File: config.mk
export PLATFORM = sky130hd
export DESIGN_NAME = load_store_unit
export DESIGN_NICKNAME = d
export VERILOG_FILES = /design/src/rtl/load_store_unit.sv
export SDC_FILE = /design/constraint.sdc
export NUM_CORES = 1
export LEC_CHECK = 0
export ABC_AREA = 1
export CAP_MARGIN = 20
export CORE_MARGIN = 10
export CORE_UTILIZATION = 40
export DETAILED_ROUTE_END_ITERATION = 10
export PLACE_DENSITY = 0.8
export SYNTH_ARGS = -nofsm -noshare
export SYNTH_HDL_FRONTEND = slang
export SYNTH_SLANG_ARGS = --single-unit
export TNS_END_PERCENT = 30
File: constraint.sdc
create_clock -name clk -period 1.3 [get_ports clk]
set_input_delay 0.13 -clock clk [delete_from_list [all_inputs] [get_ports clk]]
set_output_delay 0.13 -clock clk [all_outputs]
set_load 0.05 [all_outputs]
File: src/rtl/load_store_unit.sv
// Memory-stage load/store unit: one outstanding req/ready bus transaction at a time,
// byte-lane steering for stores, and shift/extend for loads.
module load_store_unit #(
  parameter int size = 32
) (
  input  logic            clk,
  input  logic            reset,
  input  logic            mem_read,
  input  logic            mem_write,
  input  logic [2:0]      funct3,
  input  logic [size-1:0] Addr_in,
  input  logic [size-1:0] Store_data,
  output logic [size-1:0] Load_data,
  output logic            load_valid,
  output logic            stall,
  output logic            fault,
  output logic            bus_req,
  output logic            bus_we,
  output logic [size-1:0] bus_addr,
  output logic [3:0]      bus_be,
  output logic [size-1:0] bus_wdata,
  input  logic            bus_ready,
  input  logic [size-1:0] bus_rdata
);

  if (size != 32) begin : g_size_check
    $error("load_store_unit: size must be 32");
  end

  typedef enum logic [1:0] {IDLE, REQ, DONE} state_e;

  state_e          state_q;
  logic            we_q;
  logic [2:0]      f3_q;
  logic [1:0]      off_q;
  logic [size-1:0] load_q, addr_q, wdata_q;
  logic [3:0]      be_q;
  logic            req_q, lvld_q;

  logic            req, illegal, misalign, bad;
  logic [3:0]      be_d;
  logic [size-1:0] wdata_d, rshift, ld_d;

  assign req = mem_write | mem_read;

  always_comb begin
    illegal = 1'b0;
    if (mem_write) illegal = !(funct3 inside {3'b000, 3'b001, 3'b010});
    else           illegal = !(funct3 inside {3'b000, 3'b001, 3'b010, 3'b100, 3'b101});
  end

  // funct3[1:0] encodes the access width for both loads and stores
  assign misalign = ((funct3[1:0] == 2'b01) && Addr_in[0]) ||
                    ((funct3[1:0] == 2'b10) && (Addr_in[1:0] != 2'b00));
  assign bad   = illegal | misalign;
  assign fault = (state_q == IDLE) && req && bad;
  assign stall = ((state_q == IDLE) && req && !bad) || (state_q == REQ);

  always_comb begin
    be_d    = 4'b1111;
    wdata_d = Store_data;
    if (mem_write) begin
      case (funct3[1:0])
        2'b00: begin
          be_d    = 4'b0001 << Addr_in[1:0];
          wdata_d = {4{Store_data[7:0]}};
        end
        2'b01: begin
          be_d    = 4'b0011 << Addr_in[1:0];
          wdata_d = {2{Store_data[15:0]}};
        end
        default: begin
          be_d    = 4'b1111;
          wdata_d = Store_data;
        end
      endcase
    end
  end

  assign rshift = bus_rdata >> {off_q, 3'b000};

  always_comb begin
    case (f3_q)
      3'b000:  ld_d = {{24{rshift[7]}}, rshift[7:0]};
      3'b001:  ld_d = {{16{rshift[15]}}, rshift[15:0]};
      3'b100:  ld_d = {24'b0, rshift[7:0]};
      3'b101:  ld_d = {16'b0, rshift[15:0]};
      default: ld_d = rshift;
    endcase
  end

  always_ff @(posedge clk or negedge reset) begin
    if (!reset) begin
      state_q <= IDLE;
      we_q    <= 1'b0;
      f3_q    <= 3'b0;
      off_q   <= 2'b0;
      load_q  <= '0;
      addr_q  <= '0;
      wdata_q <= '0;
      be_q    <= 4'b0;
      req_q   <= 1'b0;
      lvld_q  <= 1'b0;
    end else begin
      lvld_q <= 1'b0;
      case (state_q)
        IDLE: begin
          if (req && !bad) begin
            state_q <= REQ;
            req_q   <= 1'b1;
            we_q    <= mem_write;
            f3_q    <= funct3;
            off_q   <= Addr_in[1:0];
            addr_q  <= {Addr_in[size-1:2], 2'b00};
            be_q    <= be_d;
            wdata_q <= wdata_d;
          end
        end
        REQ: begin
          if (bus_ready) begin
            req_q   <= 1'b0;
            state_q <= DONE;
            if (!we_q) begin
              load_q <= ld_d;
              lvld_q <= 1'b1;
            end
          end
        end
        DONE:    state_q <= IDLE;
        default: state_q <= IDLE;
      endcase
    end
  end

  assign Load_data  = load_q;
  assign load_valid = lvld_q;
  assign bus_req    = req_q;
  assign bus_we     = we_q;
  assign bus_addr   = addr_q;
  assign bus_be     = be_q;
  assign bus_wdata  = wdata_q;

endmodule

==> out/results.ini <==
[status]
outcome = finished, violations left
violations = negative setup slack

[placement]
hpwlAfterDp_um = 14800
routabilityCongestion = 0.922
io_buffers = 206
dp_slack_ns = -0.425

[power]
p_int_mw = 13.2
power_leakage_nw = 5.08
pwr-share-comb = 0.634
power.switching_mw = 11.0
p_per_area_nw_per_um2 = 2400
clockPowerShare = 0.109
vdd_ir_drop_max_uv = 1550
seqPwrFrac = 0.257
swShare = 0.454

[sta]
finalClockSkew_ns = 0.00844
rsz0062_at_grt = true
finalCriticalPeriod_ns = 1.57
finalHoldViolCount = 0
setup_viol = 99
fin_ws_ns = -0.268
whs_ns = 0.194
slew_viol_final = 0
clock.fmax_mhz = 638
min_period_over_period = 1.21

[drt]
via_count = 5889
drc = 0
drt_wl_total_um = 21600
ant_nets = 0
wl_per_cell_um = 18.6
vias_per_cell = 5.06
drt-pass1-iter-count = 5
dr.first_iter.drc_count = 460

[clock_network]
cts_buffer_depth = 2
cts_sinks = 108
clkTransAtPathRegs_ns = 0.07
cts_tree = yes
htreeDepth = 3
clk_root_buffer_cell = clkbuf_16
cts_buffers = 9
insertion_delay_ns = 0.35

[global_route]
grt_max_degree = 78
grt_pass1_vias = 6024
antenna_found_initial = 1
grtUsageTotal = 0.206
gr-total-overflow = 0
grt_pass1_wl_um = 30500

[synth]
synthCells = 732
yosysSeqAreaShare = 0.487
synth_area_leader_cell = dfrtp_1
synth.cell_area_um2 = 5550
synth-edff-count = 0
async_flop_share = 1.00
synth_top_area_frac = 0.487
ys_ff_latch = 108
synth_ff_type = dfrtp_1
synth_warnings = 0
synth.distinct_cells = 26
syn_area_per_cell_um2 = 7.58
synth.area.top_cells = dfrtp_1 49%, nand2_1 24%, nand3_1 5.3%, inv_1 3.0%, o21ai_2 2.7%

[floorplan]
num_rows = 42
fp.dieH_um = 138
core_um2 = 13400
die-width_um = 138
io-pin-count = 209
die_area_um2 = 19000
floorplan.initialDensity = 0.414

[final_layout]
layout_commonest_cell = nand2_1
drive_above_1_share = 0.303
final_cell_mix = 324 x nand2_1, 115 x buf_12, 106 x dfrtp_1, 97 x clkdlybuf4s50_1, 44 x nand3_1
num-nets-final = 1084
area_growth_syn_to_layout_pct = 81.4
fill_cells = 871

[worst_setup_path]
critPathLaunchType = flop
end_kind = primary output
required_ns = 1.17
crit_type = flop to primary output
arrival_ns = 1.44
r2r_setup_slack_ns = -0.17
cp_max_fo = 2
reg2reg_depth = 10

[min_path]
worstHoldPathType = input port to flop
worstHoldPathCells = 4

[flow_run]
max-cap-violations = 0

[path summary, 6_finish.rpt]
kind / from / end
max: state_q[0] / fault
min: funct3[2] / f3_q[2]
max reg2reg: state_q[0] / bus_wdata[13]
min reg2reg: Load_data[4] / Load_data[4]
max in group asynchronous: reset / off_q[0]
min in group asynchronous: reset / Load_data[16]
[worst max-delay path: stages (launching register included)]
cell	delay [ns]
dfrtp_1	0.39
inv_2	0.07
nand2_2	0.06
nor2_4	0.12
buf_6	0.12
inv_4	0.03
a21oi_4	0.13
buf_12	0.16
[through the flow]
step / util / area, um2 / cells / setup TNS [ns] / total power [mW]
3_5_place_dp: 0.679 / 9100 / 1125 / -29.31 / 20.6
6_report: 0.751 / 10100 / 1163 / -12.85 / 24.1
2_1_floorplan: - / 5590 / 733 / -0.207 / 12.8
5_1_grt: 0.751 / 10100 / 1161 / -19.10 / 25.2
4_1_cts: 0.723 / 9690 / 1151 / -9.76 / 23.8
3_3_place_gp: 0.679 / 9100 / 1125 / -26.68 / 20.3
[power by group through the flow]
| stage | Sequential (mW) | Combinational, mW | Clock (mW) |
|---|---|---|---|
| 2_1_floorplan | 9.80 | 2.99 | 0 |
| 6_report | 6.19 | 15.3 | 2.62 |
| 3_5_place_dp | 6.20 | 14.4 | 0 |
| 3_3_place_gp | 6.13 | 14.2 | 0 |
| 4_1_cts | 6.17 | 14.9 | 2.66 |
| 5_1_grt | 6.33 | 16.0 | 2.82 |
[cells by family (layout without fill, tap and decap cells)]
| logic type | Yosys count | after routing | synth area share |
|---|---|---|---|
| buf+inv | 89 | 341 | 0.0870 |
| compound gates | 49 | 49 | 0.0588 |
| flops | 108 | 108 | 0.487 |
| simple gates | 485 | 485 | 0.367 |
| other cells | 1 | 4 | 0.000676 |
[cell type report]
type                    count  area, um2  area share
repair buffers            277       4040       0.401
inverters                  48        211      0.0210
well taps                 176        220      0.0219
flip-flops and latches    108       2710       0.269
multi-input cells         536       2610       0.259
clock buffers               9        225      0.0224
diodes                      2       5.00    0.000497
clock inverters             7       51.3     0.00509
[state kept, by name, indices dropped and copies added (netlist names)]
register    cells
bus_addr       30
bus_we          1
Load_data      32
load_valid      1
bus_be          4
bus_wdata      32
f3_q            3
bus_req         1
off_q           2
state_q         2
[cells in the mapped netlist, types with 2 or more instances]
library cell and instances:
a21oi_1 12, buf_1 2, buf_2 15, buf_4 7
buf_6 9, buf_8 3, clkbuf_1 5, dfrtp_1 108
inv_1 44, inv_2 3, nand2_1 350, nand2_2 18
nand3_1 59, nand3_2 2, nor2_1 29, o211ai_1 7
o21ai_0 13, o21ai_2 17, or2_1 19, or2_2 4
[per-layer routing]
layer | up-vias | wire length (um) | part of all wire | GRT usage
met5 | - | 0 | 0 | 0
met4 | 0 | 433 | 0.020 | 0.0643
met3 | 38 | 2620 | 0.12 | 0.0954
met2 | 306 | 10700 | 0.50 | 0.350
met1 | 2795 | 7790 | 0.36 | 0.225
li1 | 2750 | - | - | -
[what timing repair did]
| item | CTS | global route |
|---|---|---|
| gates resized for setup | 44 | 52 |
| setup endpoints to repair | 37 | 106 |
| endpoints found under the hold margin | 108 | 0 |
| buffers inserted | 5 | 2 |
| cloned | 4 | 8 |
| pin swaps | 10 | 8 |
| hold buffers | 1 | 0 |
No activity file was read; power rests on OpenSTA's default activity.
==> RTL edit 1: new RTL, config.mk and constraints unchanged <==
The 3 states of `state_e` get a one-hot encoding in 3 bits.
--- a/src/rtl/load_store_unit.sv
+++ b/src/rtl/load_store_unit.sv
@@ -27,7 +27,7 @@
     $error("load_store_unit: size must be 32");
   end
 
-  typedef enum logic [1:0] {IDLE, REQ, DONE} state_e;
+  typedef enum logic [2:0] {IDLE = 3'b001, REQ = 3'b010, DONE = 3'b100} state_e;
 
   state_e          state_q;
   logic            we_q;
Function: same outputs for any inputs over 4 cycles, from zero or initial values and one cycle with reset low; so few cycles prove little.
==> RTL edit 1 against the original RTL <==
The run still ends with negative setup slack left; sequential share of layout area rose by 1.1 points; sequential cell count up 1; area after synthesis shrank 0.25%; count of clock-buffer cells in the layout rose by 1; routed wire length is 8.4% lower; sequential power about the same; total power decreased by 3.4%; clock power increased by 7%; setup slack worse by 0.089 ns; design area shrank 2.9%; global-route usage is 0.44 points higher; cell count increased by 0.95%; largest cell class unchanged; largest power group unchanged.
==> RTL edit 1: results (changes against the original RTL) <==
- Met2 Usage GRT: 0.354 (was 0.350)
- Ratio of cells with drive above 1 in the final layout: 0.239 (was 0.303)
- Ant. Diodes: 0 (was 2)
- Routed wl met2: 9.68 mm (was 10.7 mm)
- Post-DR vias/cell: 4.86 (was 5.06)
- Synthesized area per cell: 7.40 sq um (was 7.58 sq um)
- FF-to-FF setup slack: -0.30 ns (was -0.17 ns)
- Placed Instances: 1,144 (was 1,125)
- Met3 Usage GRT: 0.0958 (was 0.0954)
- Peak VDD IR: 0.00134 V (was 0.00155 V)
- Clk_skew: 0.00808 ns (was 0.00844 ns)
- Largest net degree at the start of global routing: 33 (was 78)
- Endpoints failing setup: 109 (was 99)
- Post-synthesis sequential area ratio: 0.493 (was 0.487)
- CP peak stage delay: 0.54 ns (was 0.39 ns)
- R2R cell count: 8 (was 10)
- Yosys warns: 0 (unchanged)
- Failing checks: negative setup slack (unchanged)
- Met1 Use GR: 0.239 (was 0.225)
- Global-route usage over all layers: 0.211 (was 0.206)
- Worst min-delay path class: in -> async (was in -> reg)
- Post-Place Worst Slack: -0.336 ns (was -0.425 ns)
- Worst path arrival time: 1.53 ns (was 1.44 ns)
- Status: complete, but fails checks (unchanged)
- Antenna violations before repair: 0 (was 1)
- Placed Instance Area: 0.00917 sq mm (was 0.00910 sq mm)
- Buffers added on ports: 206 (unchanged)
- Wire length on met1: 7.52 mm (was 7.79 mm)
- Setup_tns: -22.35 ns (was -12.85 ns)
- Distinct cells, synth: 28 (was 26)
- Worst slew pin tran: 0.546 ns
- WL/cell: 16.8 um (was 18.6 um)
- Reg2reg end: bus_addr[24] (was bus_wdata[13])
- P_leak: 5.02 nW (was 5.08 nW)
- DP HPWL: 14.7 mm (was 14.8 mm)
- Initial DRC count: 301 (was 460)
- Critical Path Slowest Stage Cell: dfstp_2 (was dfrtp_1)
- First-pass GRT wire length: 31.0 mm (was 30.5 mm)
- RR Startpoint: state_q[0] (unchanged)
- Vias: 5,700 (was 5,889)
- CP Max Fanout: 2 (unchanged)
- Post-synth top cells: 335 x nand2_1, 108 x dfrtp_1, 67 x inv_1 (was 350 x nand2_1, 108 x dfrtp_1, 59 x nand3_1)
- Met3 Wirelength: 2.34 mm (was 2.62 mm)
- Placer congestion estimate: 0.891 (was 0.922)
- Hold slack: 0.170 ns (was 0.194 ns)
- Final worst slack: -0.357 ns (was -0.268 ns)
- Synth area leaders: dfrtp_1 49%, nand2_1 23%, inv_1 4.5% (was dfrtp_1 49%, nand2_1 24%, nand3_1 5.3%)
- Clock tree buffer depth: 2 (unchanged)
- Vias in the first global route: 5,860 (was 6,024)
==> RTL edit 1: changes by cell type after synthesis, sizes merged, moves of 3 or more <==
cell	unedited run	this run
nand3	62	47
inv	48	72
buf	36	33
nor2	31	45
nand2	368	338
o211ai	7	0
o21ai	30	59
==> RTL edit 1: worst max-delay path, delay by kind of cell (launching register included) <==
family | cells | cell delay, ns
flip-flops | 1 | 0.54
AND/OR/NAND/NOR | 4 | 0.34
buffers and inverters | 2 | 0.27
==> RTL edit 1: where the power goes <==
group	leakage [nW]	switching (mW)	total [mW]	internal, mW
clock network	0.149	1.30	2.81	1.51
logic	3.52	7.51	14.3	6.78
registers	1.35	1.50	6.20	4.70
==> RTL edit 1: layout make-up <==
class	count	area, sq um
repair buffers	273	3940
fillers	932	3620
flip-flops and latches	109	2730
multi-input cells	528	2310
inverters	72	283
clock buffers	10	229
well taps	176	220
clock inverters	6	68.8
==> RTL edit 1: worst max-delay path by stage <==
| stage | end | start |
|---|---|---|
| 6_report | stall | state_q[0] |
| 5_1_grt | stall | state_q[0] |
| 4_1_cts | stall | state_q[0] |
| 3_5_place_dp | bus_wdata[13] | funct3[0] |
| 3_3_place_gp | bus_wdata[13] | funct3[0] |
| 2_1_floorplan | stall | state_q[0] |
==> RTL edit 1: timing repair <==
item                                    CTS  global route
buffers inserted                          7             0
pin swaps                                13             0
endpoints found under the hold margin   108             0
hold buffers                              1             0
endpoints found under the setup margin  107           110
gates cloned                              7             0
gates resized for setup                  11             1
==> RTL edit 1: cell families (layout without fill, tap and decap cells) <==
family | count (synthesis) | count (layout) | synth area share
AO/OA/AOI/OAI | 70 | 70 | 0.0680
AND/OR/NAND/NOR | 456 | 456 | 0.339
flip-flops | 109 | 109 | 0.493
other | 1 | 2 | 0.000677
buffers and inverters | 112 | 361 | 0.0994
==> RTL edit 2: new RTL, same flow settings <==
Without the edit above. Make the reset (`reset`) synchronous in one clocked block.
--- a/src/rtl/load_store_unit.sv
+++ b/src/rtl/load_store_unit.sv
@@ -89,7 +89,7 @@
     endcase
   end
 
-  always_ff @(posedge clk or negedge reset) begin
+  always_ff @(posedge clk) begin
     if (!reset) begin
       state_q <= IDLE;
       we_q    <= 1'b0;
Behaviour: differs if reset is asserted again (counterexample within 4 cycles, from zero or initial values and one cycle with reset low); with reset held inactive, the same outputs for 4 cycles.
==> RTL edit 2 against the original RTL <==
Highest routed layer unchanged; maximum frequency up 0.40%; the flow still finishes with violations (negative setup slack); clock skew up 0.0020 ns; critical endpoint is now Load_data[26]; setup slack better by 0.0063 ns; area after synthesis down 3.4%; sequential cell count unchanged; cell count up 10%; count of clock-buffer cells in the layout up 3; routed wire length up 13%; hold slack better by 0.12 ns; design area up 0.53%.
Power is not compared: it rests on default switching activity, and its combinational part moved more than twofold at a synthesized area within 25%.
==> RTL edit 2: results (changes against the original RTL) <==
- Status: complete, but fails checks (unchanged)
- Failing checks: negative setup slack (unchanged)
- Final worst slack: -0.261 ns (was -0.268 ns)
- Vias: 6,789 (was 5,889)
- WL/cell: 19.0 um (was 18.6 um)
- Crit path max-delay family: simple AND/OR/NAND/NOR gates (was flip-flops)
- H-Tree Depth: 3 (unchanged)
- Clk_skew: 0.0104 ns (was 0.00844 ns)
- First-pass GRT wire length: 32.1 mm (was 30.5 mm)
- Critical Path Slowest Stage Cell: dfxtp_2 (was dfrtp_1)
- CP peak stage delay: 0.32 ns (was 0.39 ns)
- Fillers: 853 (was 871)
- Peak VDD IR: 0.000609 V
- Setup_tns: -10.51 ns (was -12.85 ns)
- Post-synthesis sequential area ratio: 0.403 (was 0.487)
- Worst path arrival time: 1.82 ns (was 1.44 ns)
- Distinct cells, synth: 22 (was 26)
- Largest net degree at the start of global routing: 43 (was 78)
- DRT Pass-1 Iters: 6 (was 5)
- Post-Place Worst Slack: -0.398 ns (was -0.425 ns)
- Initial DRC count: 549 (was 460)
- CTS clk-pin slew, worst paths: 0.07 ns (about the same)
- Final nets: 1,207 (was 1,084)
- Vias in the first global route: 6,175 (was 6,024)
- DP HPWL: 15.5 mm (was 14.8 mm)
- Ys async rst share: 0 (was 1.00)
- Antenna violations before repair: 0 (was 1)
- CP Max Fanout: 7 (was 2)
- Global-route usage over all layers: 0.217 (was 0.206)
- Placer congestion estimate: 0.949 (was 0.922)
- Yosys warns: 0 (unchanged)
- Ratio of cells with drive above 1 in the final layout: 0.260 (was 0.303)
- Endpoints failing setup: 102 (was 99)
- Post-synth top cells: 295 x nand2_1, 150 x nor2_1, 108 x dfxtp_1 (was 350 x nand2_1, 108 x dfrtp_1, 59 x nand3_1)
RTL edit 2: cell count changes after synthesis, moves of 9 or more:
cell      change
nand2_1      -55
dfxtp_1     +108
or2_1        -19
dfrtp_1     -108
nand2_2      -15
a21oi_1      +52
clkbuf_1     +23
o21ai_2      -17
inv_1        +20
nor2_1      +121
nand4_1      +41
nand3_1       -9
RTL edit 2: stage by stage:
stage / area, sq um / util / instances
floorplan: 5400 / - / 864
global placement: 9090 / 0.689 / 1250
detailed placement: 9090 / 0.689 / 1250
CTS: 9520 / 0.722 / 1271
global route: 10100 / 0.767 / 1283
finish: 10100 / 0.768 / 1285
RTL edit 2: layout make-up:
type,count,area share
multi-input cells,630,0.295
well taps,176,0.0218
inverters,67,0.0261
repair buffers,287,0.413
clock inverters,3,0.00433
clock buffers,12,0.0253
diodes,2,0.000494
flip-flops and latches,108,0.214
RTL edit 2: cells by family after synthesis:
group                  share of synthesized area
other                                   0.000699
flip-flops                                 0.403
AO/OA/AOI/OAI                             0.0737
buffers and inverters                      0.100
AND/OR/NAND/NOR                            0.422
RTL edit 2: power breakdown:
| part | leakage (nW) | internal, mW | switching, mW | total (mW) |
|---|---|---|---|---|
| sequential | 0.885 | 3.54 | 0.264 | 3.81 |
| combinational | 3.55 | 1.92 | 2.19 | 4.11 |
| clock | 0.149 | 1.60 | 1.27 | 2.87 |
RTL edit 2: worst paths after layout:
check | start | endpoint | slack, ns | depth (start not counted)
hold reg to reg | bus_addr[7] | bus_addr[7] | 0.50 | 2
setup reg to reg | state_q[0] | Load_data[26] | -0.26 | 10
hold / removal | funct3[0] | f3_q[0] | 0.32 | 4
setup / recovery | state_q[0] | Load_data[26] | -0.26 | 10
RTL edit 2: routing by layer:
layer / part of all wire / up-vias / GRT usage
li1: - / 3195 / -
met1: 0.37 / 3137 / 0.253
met2: 0.49 / 391 / 0.360
met3: 0.11 / 66 / 0.0723
met4: 0.031 / 0 / 0.0843
met5: 0 / - / 0
RTL edit 2: what timing repair did:
| item | 4_1_cts | 5_1_grt |
|---|---|---|
| pin swaps | 6 | 31 |
| gates resized for setup | 27 | 96 |
| buffers inserted | 5 | 2 |
| gates cloned | 1 | 10 |
| hold buffers | 0 | 0 |
| endpoints found under the setup margin | 47 | 99 |
RTL edit 2: tightest hold or removal path, delay by kind of cell:
kind	cells	cell delay [ns]
and+or+nand+nor	2	0.11
buffers and inverters	2	0.41
